[src/rtl/uart_tx_engine.sv]
`default_nettype none
// +--------------------------------------------------------------------------+
// | uart_tx_engine : 8-bit UART frame serialiser with 4-phase req/ack and    |
// |                  synchronised frame config (parity, stop bits).          |
// | Revision 1.0                                                             |
// +--------------------------------------------------------------------------+
module uart_tx_engine #(
   parameter int SYNC_STAGES = 2
) (
   input  logic       clk26m,
   input  logic       rst26m_n,
   input  logic       tx_bps_clk,
   input  logic       tx_req,
   input  logic [7:0] tx_data,
   input  logic       check_en,
   input  logic       parity,
   input  logic       two_stop,
   output logic       tx_out,
   output logic       tx_bps_en,
   output logic       tx_ack,
   output logic       tx_busy
);

   typedef enum logic [2:0] {
      ST_IDLE   = 3'd0,
      ST_START  = 3'd1,
      ST_DATA   = 3'd2,
      ST_PARITY = 3'd3,
      ST_STOP   = 3'd4,
      ST_ACK    = 3'd5
   } state_t;

   logic [SYNC_STAGES-1:0] r_req_sync;
   logic [SYNC_STAGES-1:0] r_ce_sync;
   logic [SYNC_STAGES-1:0] r_par_sync;
   logic [SYNC_STAGES-1:0] r_two_sync;

   logic w_req;
   logic w_ce;
   logic w_par;
   logic w_two;

   state_t     r_state;
   state_t     w_state_nxt;
   logic [7:0] r_shift;
   logic [7:0] w_shift_nxt;
   logic [2:0] r_cnt;
   logic [2:0] w_cnt_nxt;
   logic       r_stop_cnt;
   logic       w_stop_cnt_nxt;
   logic       r_cfg_ce;
   logic       w_cfg_ce_nxt;
   logic       r_cfg_odd;
   logic       w_cfg_odd_nxt;
   logic       r_cfg_two;
   logic       w_cfg_two_nxt;
   logic       r_tx_out;
   logic       w_tx_out_nxt;
   logic       r_bps_en;
   logic       w_bps_en_nxt;
   logic       r_ack;
   logic       w_ack_nxt;
   logic       w_par_bit;

   always_ff @(posedge clk26m or negedge rst26m_n) begin
      if (!rst26m_n) begin
         r_req_sync <= '0;
         r_ce_sync  <= '0;
         r_par_sync <= '0;
         r_two_sync <= '0;
      end else begin
         r_req_sync <= {r_req_sync[SYNC_STAGES-2:0], tx_req};
         r_ce_sync  <= {r_ce_sync[SYNC_STAGES-2:0],  check_en};
         r_par_sync <= {r_par_sync[SYNC_STAGES-2:0], parity};
         r_two_sync <= {r_two_sync[SYNC_STAGES-2:0], two_stop};
      end
   end

   assign w_req = r_req_sync[SYNC_STAGES-1];
   assign w_ce  = r_ce_sync[SYNC_STAGES-1];
   assign w_par = r_par_sync[SYNC_STAGES-1];
   assign w_two = r_two_sync[SYNC_STAGES-1];

   // The shifter rotates, so its XOR reduction always equals that of the latched byte.
   assign w_par_bit = r_cfg_odd ? ~(^r_shift) : (^r_shift);

   always_ff @(posedge clk26m or negedge rst26m_n) begin
      if (!rst26m_n) begin
         r_state    <= ST_IDLE;
         r_shift    <= '0;
         r_cnt      <= '0;
         r_stop_cnt <= 1'b0;
         r_cfg_ce   <= 1'b0;
         r_cfg_odd  <= 1'b0;
         r_cfg_two  <= 1'b0;
         r_tx_out   <= 1'b1;
         r_bps_en   <= 1'b0;
         r_ack      <= 1'b0;
      end else begin
         r_state    <= w_state_nxt;
         r_shift    <= w_shift_nxt;
         r_cnt      <= w_cnt_nxt;
         r_stop_cnt <= w_stop_cnt_nxt;
         r_cfg_ce   <= w_cfg_ce_nxt;
         r_cfg_odd  <= w_cfg_odd_nxt;
         r_cfg_two  <= w_cfg_two_nxt;
         r_tx_out   <= w_tx_out_nxt;
         r_bps_en   <= w_bps_en_nxt;
         r_ack      <= w_ack_nxt;
      end
   end

   always_comb begin
      w_state_nxt    = r_state;
      w_shift_nxt    = r_shift;
      w_cnt_nxt      = r_cnt;
      w_stop_cnt_nxt = r_stop_cnt;
      w_cfg_ce_nxt   = r_cfg_ce;
      w_cfg_odd_nxt  = r_cfg_odd;
      w_cfg_two_nxt  = r_cfg_two;
      w_tx_out_nxt   = r_tx_out;
      w_bps_en_nxt   = r_bps_en;
      w_ack_nxt      = r_ack;
      case (r_state)
         ST_IDLE: begin
            w_tx_out_nxt = 1'b1;
            w_bps_en_nxt = 1'b0;
            w_ack_nxt    = 1'b0;
            if (w_req && !r_ack) begin
               w_shift_nxt    = tx_data;
               w_cfg_ce_nxt   = w_ce;
               w_cfg_odd_nxt  = w_par;
               w_cfg_two_nxt  = w_two;
               w_cnt_nxt      = 3'd0;
               w_stop_cnt_nxt = 1'b0;
               w_bps_en_nxt   = 1'b1;
               w_tx_out_nxt   = 1'b0;
               w_state_nxt    = ST_START;
            end
         end
         ST_START: begin
            w_tx_out_nxt = 1'b0;
            if (tx_bps_clk) begin
               w_cnt_nxt    = 3'd0;
               w_tx_out_nxt = r_shift[0];
               w_state_nxt  = ST_DATA;
            end
         end
         ST_DATA: begin
            if (tx_bps_clk) begin
               w_shift_nxt = {r_shift[0], r_shift[7:1]};
               if (r_cnt == 3'd7) begin
                  w_stop_cnt_nxt = 1'b0;
                  if (r_cfg_ce) begin
                     w_tx_out_nxt = w_par_bit;
                     w_state_nxt  = ST_PARITY;
                  end else begin
                     w_tx_out_nxt = 1'b1;
                     w_state_nxt  = ST_STOP;
                  end
               end else begin
                  w_cnt_nxt    = r_cnt + 3'd1;
                  w_tx_out_nxt = r_shift[1];
               end
            end
         end
         ST_PARITY: begin
            if (tx_bps_clk) begin
               w_stop_cnt_nxt = 1'b0;
               w_tx_out_nxt   = 1'b1;
               w_state_nxt    = ST_STOP;
            end
         end
         ST_STOP: begin
            w_tx_out_nxt = 1'b1;
            if (tx_bps_clk) begin
               if (r_cfg_two && !r_stop_cnt) begin
                  w_stop_cnt_nxt = 1'b1;
               end else begin
                  w_bps_en_nxt = 1'b0;
                  w_ack_nxt    = 1'b1;
                  w_state_nxt  = ST_ACK;
               end
            end
         end
         ST_ACK: begin
            w_tx_out_nxt = 1'b1;
            w_bps_en_nxt = 1'b0;
            w_ack_nxt    = 1'b1;
            if (!w_req) begin
               w_ack_nxt   = 1'b0;
               w_state_nxt = ST_IDLE;
            end
         end
         default: begin
            w_tx_out_nxt = 1'b1;
            w_bps_en_nxt = 1'b0;
            w_ack_nxt    = 1'b0;
            w_state_nxt  = ST_IDLE;
         end
      endcase
   end

   assign tx_out    = r_tx_out;
   assign tx_bps_en = r_bps_en;
   assign tx_ack    = r_ack;
   assign tx_busy   = (r_state != ST_IDLE);

endmodule
`default_nettype wire
[config.mk]
export PLATFORM = sky130hd
export DESIGN_NAME = uart_tx_engine
export DESIGN_NICKNAME = d
export VERILOG_FILES = /design/src/rtl/uart_tx_engine.sv
export SDC_FILE = /design/constraint.sdc
export NUM_CORES = 1
export LEC_CHECK = 0
export CORE_MARGIN = 2
export CORE_UTILIZATION = 44
export CTS_BUF_LIST = sky130_fd_sc_hd__clkbuf_4 sky130_fd_sc_hd__clkbuf_8 sky130_fd_sc_hd__clkbuf_16
export DETAILED_ROUTE_END_ITERATION = 7
export PLACE_DENSITY = 0.68
export SYNTH_ARGS = -nofsm -noshare
export SYNTH_HDL_FRONTEND = slang
export SYNTH_SLANG_ARGS = --single-unit
[constraint.sdc]
create_clock -name clk26m -period 1.4 [get_ports clk26m]
set_input_delay 0.28 -clock clk26m [delete_from_list [all_inputs] [get_ports clk26m]]
set_output_delay 0.28 -clock clk26m [all_outputs]
set_load 0.05 [all_outputs]
==> impl_metrics.yaml <==
timing:
  rsz0062_at_grt: "true"
  fin_skew_ns: 0.009283
  relSlewSlack_pct: 73.18
  finalHoldViolCount: 0
  worstMarginPinSlew_ns: 0.4017
  finalMaxSlewViolations: 0
  hold_ws_ns: 0.2933
  min_period_over_period_pct: 119.3
  setup_slack_ns: -0.2697
  period_minus_slack_ns: 1.670
  fmax_mhz: 598.9
  setup_viol: 15
place:
  place.gp.congestion: 0.9004
  dp.cells: 213
  placedInstanceArea_um2: 1893
  io_buffers: 18
  dp_hpwl_mm: 2.173
logic_synthesis:
  yosysSeqAreaShare_pct: 49.62
  syn_nets: 152
  synth_ff_type: "dfrtp_1"
  synth_area_um2: 1465
  synth_top_cell_area_share_pct: 47.82
  synth_cell_types: 40
  syn_inst: 135
  avgSynthCellArea_um2: 10.85
  synth_edf_count: 0
  synth_largest_area_cell: "dfrtp_1"
  synth_area_leaders: "dfrtp_1, mux2i_1, o21ai_0, mux2_4, nand2_1"
  async_flop_share_pct: 100.0
  ys_ff_latch: 29
  ys_warn_count: 0
grt:
  grt_pass1_vias: 1247
  grt_max_degree: 30
  antenna_found_initial: 0
  gr-usage-met3_pct: 7.453
  grt_first_pass_wirelength_mm: 5.609
  globalRouteMet2Util_pct: 38.05
  track_usage_pct: 20.97
  grt_busiest_layer: "met2"
  overflow: 0
  use_met1_pct: 22.87
setup_path:
  reg2reg_setup_slack_ns: -0.20
  max_stage_delay_ns: 0.44
  path_depth: 3
  cp_slowest_cell: "dfrtp_1"
  cp_num_buf_inv: 2
  r2r-end: "r_cfg_two"
  crit_family: "flip-flops"
  crit_chain: "or3_4, buf_6, buf_8"
  setup.worst_path.end_class: "output pin"
  crit_type: "reg2out"
  required_ns: 1.12
  crit_arrival_ns: 1.39
  critical_path.max_fanout: 3
  crit_path_start_kind: "register"
  timing.rr.start: "r_state[0]"
  rr_worst_depth: 4
floorplanning:
  core_um2: 3103
  die_w_um: 61.71
  rows: 20
  ios: 19
  start_util_pct: 47.22
  die_y_um: 61.71
  dieArea_um2: 3808
outcome:
  status: "complete, but fails checks"
  violations: "negative setup slack"
clock_network:
  tritoncts: "done"
  cts_sinks: 29
  clock_latency_ns: 0.33
  path_clk_slew_ns: 0.10
  cts_buffer_depth: 2
  h-tree-depth: 2
  cts_buffers: 5
  cts_root_buf: "clkbuf_4"
  ctsHoldBuffers: 0
routing:
  wl_mm: 3.607
  avgViaCountPerCell: 5.286
  drc: 0
  drt_pre_antenna_iters: 4
  wl_per_cell_um: 15.61
  via_count: 1221
  drtIter0Drc: 23
  ant_nets: 0
flow_run:
  cap_violations: 0
final_layout:
  diodes: 0
  final_cell_mix: "dfrtp_1, buf_4, clkdlybuf4s50_1"
  area_growth_pct: 54.74
  drive_above_1_share_pct: 43.85
  finalNonFillerCells: 231
  fin_area_um2: 2267
  final_common_cell: "dfrtp_1"
  nets: 203
min_path:
  hp-class: "in2async"
power:
  leakagePower_nw: 1.017
  ir_drop_uv: 1550
  p_per_area_nw_per_um2: 2457
-- Yosys cell counts, drive strengths merged, types with 3 or more instances --
master,count
o211ai,3
clkbuf,4
inv,4
nand3,3
nor3,3
o21ai,15
buf,3
mux2,5
nand2,12
a21oi,6
nand2b,4
mux2i,10
nor2,7
dfrtp,28
-- metrics by stage --
step                      setup slack [ns]  utilization [%]  total power [W]  setup TNS, ns
final                              -0.2697            73.06         0.005569         -2.178
after global routing               -0.3211            73.06         0.005887         -2.950
after CTS                          -0.2623            69.68         0.005264         -2.036
after detailed placement           -0.3739            61.01         0.003929         -4.450
after global placement             -0.2994            61.01         0.003857         -3.448
after floorplan                    -0.2329                -         0.003054         -2.560
-- worst max-delay path by stage --
stage	from	end	slack [ns]
2_1_floorplan	r_state[2]	r_cfg_ce	-0.23
3_3_place_gp	tx_bps_clk	r_shift[0]	-0.30
3_5_place_dp	tx_bps_clk	r_shift[0]	-0.37
4_1_cts	r_state[2]	tx_busy	-0.26
5_1_grt	r_state[2]	tx_busy	-0.32
6_report	r_state[0]	tx_busy	-0.27
-- power by group --
group / internal (W) / leakage [nW] / switching (W)
Clock: 0.000553 / 0.0552 / 0.000311
Combinational: 0.00180 / 0.606 / 0.00154
Sequential: 0.00113 / 0.355 / 0.000239
-- layer usage --
metal  part of all wire (%)  routed length [µm]  up-vias
met1                     40                1454      601
met5                      0                   0        -
met2                     54                1930       30
li1                       -                   -      586
met3                    4.8                 174        4
met4                    1.3                  48        0
-- flip-flops by register name, summed over array words and instances, names as in the netlist, 2 cells and up --
name and flops:
r_ce_sync 2, r_cnt 3, r_par_sync 2, r_req_sync 2, r_shift 8, r_state 3
r_two_sync 2
-- area by class of cell --
cell class                      count  area [µm²]
Multi-Input combinational cell     96       848.3
Tap cell                           44       55.05
Sequential cell                    29       728.2
Fill cell                         239       835.8
Inverter                            4       15.01
Timing Repair Buffer               50       518.0
Clock inverter                      3       65.06
Clock buffer                        5       37.54
-- logic make-up (layout without fill, tap and decap cells) --
family                   Yosys count  count (layout)  share of synthesized area, %
buffers and inverters             11              62                         3.927
multiplexers                      15              15                         11.44
adder cells (fa/ha/maj)            2               2                         1.708
XOR/XNOR                           5               5                         4.953
flip-flops                        29              29                         49.62
AO/OA/AOI/OAI                     32              33                         13.07
AND/OR/NAND/NOR                   41              41                         15.29
-- repair_timing --
item,in CTS,in global routing
cloned,1,0
setup endpoints to repair,18,19
buffers inserted,7,2
pin swaps,16,14
resized for setup,29,22
hold endpoints to repair,0,0
Note: power is estimated with default switching activity, not from simulation.
==> edit 1, RTL diff (config.mk and constraints unchanged) <==
Set the parameter `SYNC_STAGES` to 4 (it was 2).
--- a/src/rtl/uart_tx_engine.sv
+++ b/src/rtl/uart_tx_engine.sv
@@ -5,7 +5,7 @@
 // | Revision 1.0                                                             |
 // +--------------------------------------------------------------------------+
 module uart_tx_engine #(
-   parameter int SYNC_STAGES = 2
+   parameter int SYNC_STAGES = 4
 ) (
    input  logic       clk26m,
    input  logic       rst26m_n,
Check against the original RTL: not equivalent (a bounded check fails within 4 cycles, from zero or initial values and one cycle with rst26m_n low).
==> edit 1 against the unedited design <==
The flow still finishes with violations (setup timing); area after synthesis rose by 15%; count of clock-buffer cells in the layout rose by 1; cell area rose by 18%; sequential power rose by 22%; final cell count rose by 10%; sequential cell count rose by 8; total power rose by 12%; setup slack got worse by 41 ps; synthesized cell count rose by 5.9%; worst hold slack improved by 58 ps; die area rose by 14%; highest routed layer unchanged; critical path depth rose by 3; core utilization fell by 0.51 points; wire length rose by 9.9%.
==> edit 1: results (changes against the unedited design) <==
Pre-CTS setup slack -> -400 ps (was -374 ps)
Iter 0 DRT Violations -> 93 (was 23)
Avg Inst Size Synth -> 11.8 sq um (was 10.9 sq um)
Synth warn -> 0 (unchanged)
Worst-path clk slew -> 70 ps (was 100 ps)
Drt pass-1 iters -> 4 (unchanged)
Max FO, Critical Path -> 6 (was 3)
Number of enable flip-flop cells after synthesis -> 0 (unchanged)
GR Util All Layers -> 19.4% (was 21.0%)
CP max-delay cell -> dfrtp_2 (was dfrtp_1)
Post-synthesis cell type count -> 43 (was 40)
Total leakage power -> 1.17 nW (was 1.02 nW)
Endpoints failing setup -> 21 (was 15)
Worst Max-Slew Pin Slew -> 405 ps (was 402 ps)
CP max stage delay -> 430 ps
Worst Path Arrival -> 1880 ps (was 1390 ps)
DP Wirelength -> 2400 um (was 2170 um)
Setup ws final -> -311 ps (was -270 ps)
GP Congestion -> 0.861 (was 0.900)
Final #Nets -> 222 (was 203)
Share of cells above drive strength 1 -> 50.0% (was 43.9%)
Failing checks -> setup timing (unchanged)
Final wirelength -> 3960 um (was 3610 um)
Max reg flops -> 8 (unchanged)
Fin cells -> 254 (was 231)
Mapped Nets -> 160 (was 152)
Inserted Clock Buffers -> 5 (unchanged)
Biggest register -> r_shift (unchanged)
Worst-case clock buffer depth -> 2 (unchanged)
Asr flop ratio synth -> 100% (unchanged)
Top cells by count, synth -> dfrtp_1 (36), nor2_1 (11), a21oi_1 (10), mux2i_1 (8), inv_1 (7) (was dfrtp_1 (28), o21ai_0 (13), nand2_1 (12), mux2i_1 (10))
Port bufs -> 18 (unchanged)
Initial antenna violation count -> 0 (unchanged)
Ranking of synthesized cells by area -> dfrtp_1 (53%), mux2i_1 (4.7%), a21oi_1 (3.0%) (was dfrtp_1 (48%), mux2i_1 (6.8%), o21ai_0 (4.4%))
Number of global-route vias before repair -> 1313 (was 1247)
Crit path max-delay family -> compound AO/OA/AOI/OAI gates (was flip-flops)
Worst vdd ir -> 1.20 mV (was 1.55 mV)
Largest net degree at the start of global routing -> 38 (was 30)
Fillers -> 245 (was 239)
Vias per inst -> 5.28 (was 5.29)
Seq/Total Area, Yosys -> 54.8% (was 49.6%)
Root Driver -> clkbuf_8 (was clkbuf_4)
Skew final -> 12.2 ps (was 9.28 ps)
HP Class -> flop to flop (was input pin to async pin)
Dpl cells -> 227 (was 213)
H-tree lvl count -> 2 (unchanged)
Clk_lat worst skew -> 290 ps (was 330 ps)
Status -> complete, but fails checks (unchanged)
First-pass GRT wire length -> 6240 um (was 5610 um)
Top FF cell, synth -> dfrtp_1 (unchanged)
## edit 1: cell types whose count changed after synthesis, moves of 3 or more
cell and delta:
a21oi_1 +4, dfrtp_1 +8, nor2_1 +5, nand2_1 -8
inv_1 +3, a21o_1 +3, o21ai_0 -8
## edit 1: cells by family after synthesis
logic type | count (synthesis) | share of synthesized area [%]
compound gates | 36 | 15.2
xor+xnor | 7 | 4.44
fa+ha+maj | 2 | 1.48
buf+inv | 15 | 4.37
flops | 37 | 54.8
mux | 13 | 8.73
simple gates | 33 | 10.9
## edit 1: report_power, final
group | leakage, nW | switching, mW | internal (mW) | total, mW
Combinational | 0.682 | 1.63 | 2.00 | 3.63
Sequential | 0.435 | 0.301 | 1.37 | 1.67
Clock | 0.0574 | 0.375 | 0.579 | 0.954
## edit 1: worst paths after layout
| check | startpoint | to | slack (ps) | cells past startpoint |
|---|---|---|---|---|
| max in group asynchronous | rst26m_n | tx_out | 760 | 2 |
| min in group asynchronous | rst26m_n | r_cnt[0] | 390 | 2 |
| max | r_state[0] | r_state[0] | -310 | 6 |
| min | r_par_sync[2] | r_par_sync[3] | 350 | 0 |
| max reg2reg | r_state[0] | r_state[0] | -310 | 6 |
| min reg2reg | r_par_sync[2] | r_par_sync[3] | 350 | 0 |
## edit 1: worst reg2reg max path, cell delays in order (launching register included)
cell,delay [ps]
dfrtp_2,430
buf_6,140
buf_4,140
nor2_4,180
o32ai_4,110
a311o_1,410
a21o_1,190
## edit 1: final cells by class
class	count	area, sq um	area share, %
Sequential cell	37	930	34.7
Clock inverter	2	37.5	1.40
Inverter	7	26.3	0.982
Tap cell	48	60.1	2.24
Timing Repair Buffer	63	646	24.1
Clock buffer	6	82.6	3.09
Multi-Input combinational cell	91	895	33.4
## edit 1: repair_timing
item | in CTS | in global routing
hold buffers | 0 | 0
pin swaps | 8 | 12
cloned | 1 | 0
buffers inserted | 11 | 7
endpoints found under the setup margin | 22 | 22
resized for setup | 33 | 16
## edit 1: metal layers
layer / track usage [%] / up-vias / share of wire (%)
met5: 0 / - / 0
met4: 6.12 / 0 / 0.50
met3: 4.09 / 2 / 3.2
met2: 32.3 / 30 / 52
met1: 25.2 / 679 / 44
li1: - / 630 / -
## edit 1: per-stage QoR
step | area, sq um | setup TNS [ps] | hold WS [ps]
detailed placement | 2190 | -6800 | 335
CTS | 2550 | -4510 | 352
finish | 2680 | -4920 | 351
floorplan | 1770 | -3570 | -15.6
global route | 2680 | -5940 | 361
global placement | 2190 | -6830 | 333
==> edit 2, RTL diff (same flow settings) <==
Made on the original files. The 6 states of `state_t` get a one-hot encoding in 6 bits.
--- a/src/rtl/uart_tx_engine.sv
+++ b/src/rtl/uart_tx_engine.sv
@@ -21,13 +21,13 @@
    output logic       tx_busy
 );
 
-   typedef enum logic [2:0] {
-      ST_IDLE   = 3'd0,
-      ST_START  = 3'd1,
-      ST_DATA   = 3'd2,
-      ST_PARITY = 3'd3,
-      ST_STOP   = 3'd4,
-      ST_ACK    = 3'd5
+   typedef enum logic [5:0] {
+      ST_IDLE   = 6'b000001,
+      ST_START  = 6'b000010,
+      ST_DATA   = 6'b000100,
+      ST_PARITY = 6'b001000,
+      ST_STOP   = 6'b010000,
+      ST_ACK    = 6'b100000
    } state_t;
 
    logic [SYNC_STAGES-1:0] r_req_sync;
Check against the original RTL: same outputs for any inputs over 10 cycles, from zero or initial values and one cycle with rst26m_n low; not proved beyond that.
==> edit 2 against the unedited design <==
Cell area is 5.1% higher; total power is 1.9% higher; setup slack worse by 220 ps; largest power group unchanged; area after synthesis is 6.5% higher; clock power is 37% lower; clock skew is 8.3 ps higher; core utilization is 2.2 points lower; combinational power is 8.1% higher; the run still ends with setup timing left; sequential cell count is 3 higher; wire length is 14% higher.
==> edit 2: results (changes against the unedited design) <==
Status -> complete, but fails checks (unchanged)
Failing checks -> setup timing (unchanged)
Final clock-cell share -> 2.57% (was 4.53%)
Post-synthesis cell type count -> 44 (was 40)
DP Wirelength -> 2560 um (was 2170 um)
Final #Nets -> 222 (was 203)
Endpoints failing setup -> 25 (was 15)
Worst slew margin -> 65.5% (was 73.2%)
FFs & Latches -> 32 (was 29)
Mapped Nets -> 154 (was 152)
CP max stage delay -> 590 ps (was 440 ps)
CLK BUF -> 6 (was 5)
Switching Fraction -> 39.7% (was 37.4%)
Setup ws final -> -489 ps (was -270 ps)
Final wirelength -> 4110 um (was 3610 um)
First-pass GRT wire length -> 6890 um (was 5610 um)
CP Launch Point -> r_state[2] (was r_state[0])
CP max-delay cell -> or4b_4 (was dfrtp_1)
Crit path max-delay family -> simple AND/OR/NAND/NOR gates (was flip-flops)
Fraction of area in multi-input gates -> 34.9% (was 37.4%)
Non-clk bufs -> 65 (was 50)
Ranking of synthesized cells by area -> dfrtp_1 (48%), mux2i_1 (5.8%), nand2_1 (4.3%) (was dfrtp_1 (48%), mux2i_1 (6.8%), o21ai_0 (4.4%))
Non-clk invs -> 2 (was 4)
Top cells by count, synth -> dfrtp_1 (30), nand2_1 (18), mux2i_1 (9), o21ai_1 (7) (was dfrtp_1 (28), o21ai_0 (13), nand2_1 (12), mux2i_1 (10))
Max FO, Critical Path -> 5 (was 3)
Sw Pwr -> 2.25 mW (was 2.09 mW)
Seq/Total Area, Yosys -> 51.5% (was 49.6%)
Comb pwr share -> 63.5% (was 59.9%)
Iter 0 DRT Violations -> 86 (was 23)
GR Util All Layers -> 22.5% (was 21.0%)
Core Util, Final -> 70.9% (was 73.1%)
[edit 2: cell types whose count changed in the layout (fill, tap and decap cells not counted), sizes merged, moves of 4 or more]
cell | before | now
buf | 36 | 51
nand2 | 12 | 19
nor2 | 7 | 2
nor2b | 1 | 5
[edit 2: kinds of logic (layout without fill, tap and decap cells)]
logic type	count (synthesis)	in the layout	synth area share, %
flops	32	32	51.5
simple gates	44	45	16.5
compound gates	32	32	14.2
xor+xnor	7	7	4.81
buf+inv	7	75	2.73
mux	13	13	8.66
fa+ha+maj	2	2	1.60
[edit 2: path summary, 6_finish.rpt]
check / end / slack (ps) / cells past startpoint
max: r_state[4] / -490 / 7
min: tx_ack / 290 / 2
max reg2reg: r_state[4] / -490 / 7
min reg2reg: r_two_sync[1] / 360 / 0
max in group asynchronous: tx_out / 860 / 2
min in group clk26m: r_two_sync[1] / 360 / 0
[edit 2: stage by stage]
stage / cells / setup WS (ps) / setup TNS [ps]
2_1_floorplan: 137 / -399 / -6940
3_3_place_gp: 231 / -375 / -6910
3_5_place_dp: 231 / -469 / -8170
4_1_cts: 252 / -428 / -7350
5_1_grt: 252 / -536 / -9320
6_report: 252 / -489 / -8100
[edit 2: layer usage]
metal  wire length (um)  vias to the layer above  GRT usage (%)
li1                   -                      638              -
met1               1640                      665           26.0
met2               2110                       45           38.3
met3                186                       18           5.00
met4                171                        0           12.5
met5                  0                        -              0
[edit 2: worst register-to-register path, stage by stage, from the launching register on]
cell,delay (ps)
dfrtp_1,450
buf_6,150
nor2b_4,150
buf_6,130
nand2_4,80
nor2_4,50
or4b_4,590
o21bai_1,220
[edit 2: timing repair]
item,in CTS,in global routing
hold buffers,0,0
resized for setup,34,8
setup endpoints to repair,25,25
setup buffers,12,0
pin swaps,17,2
gates cloned,1,0
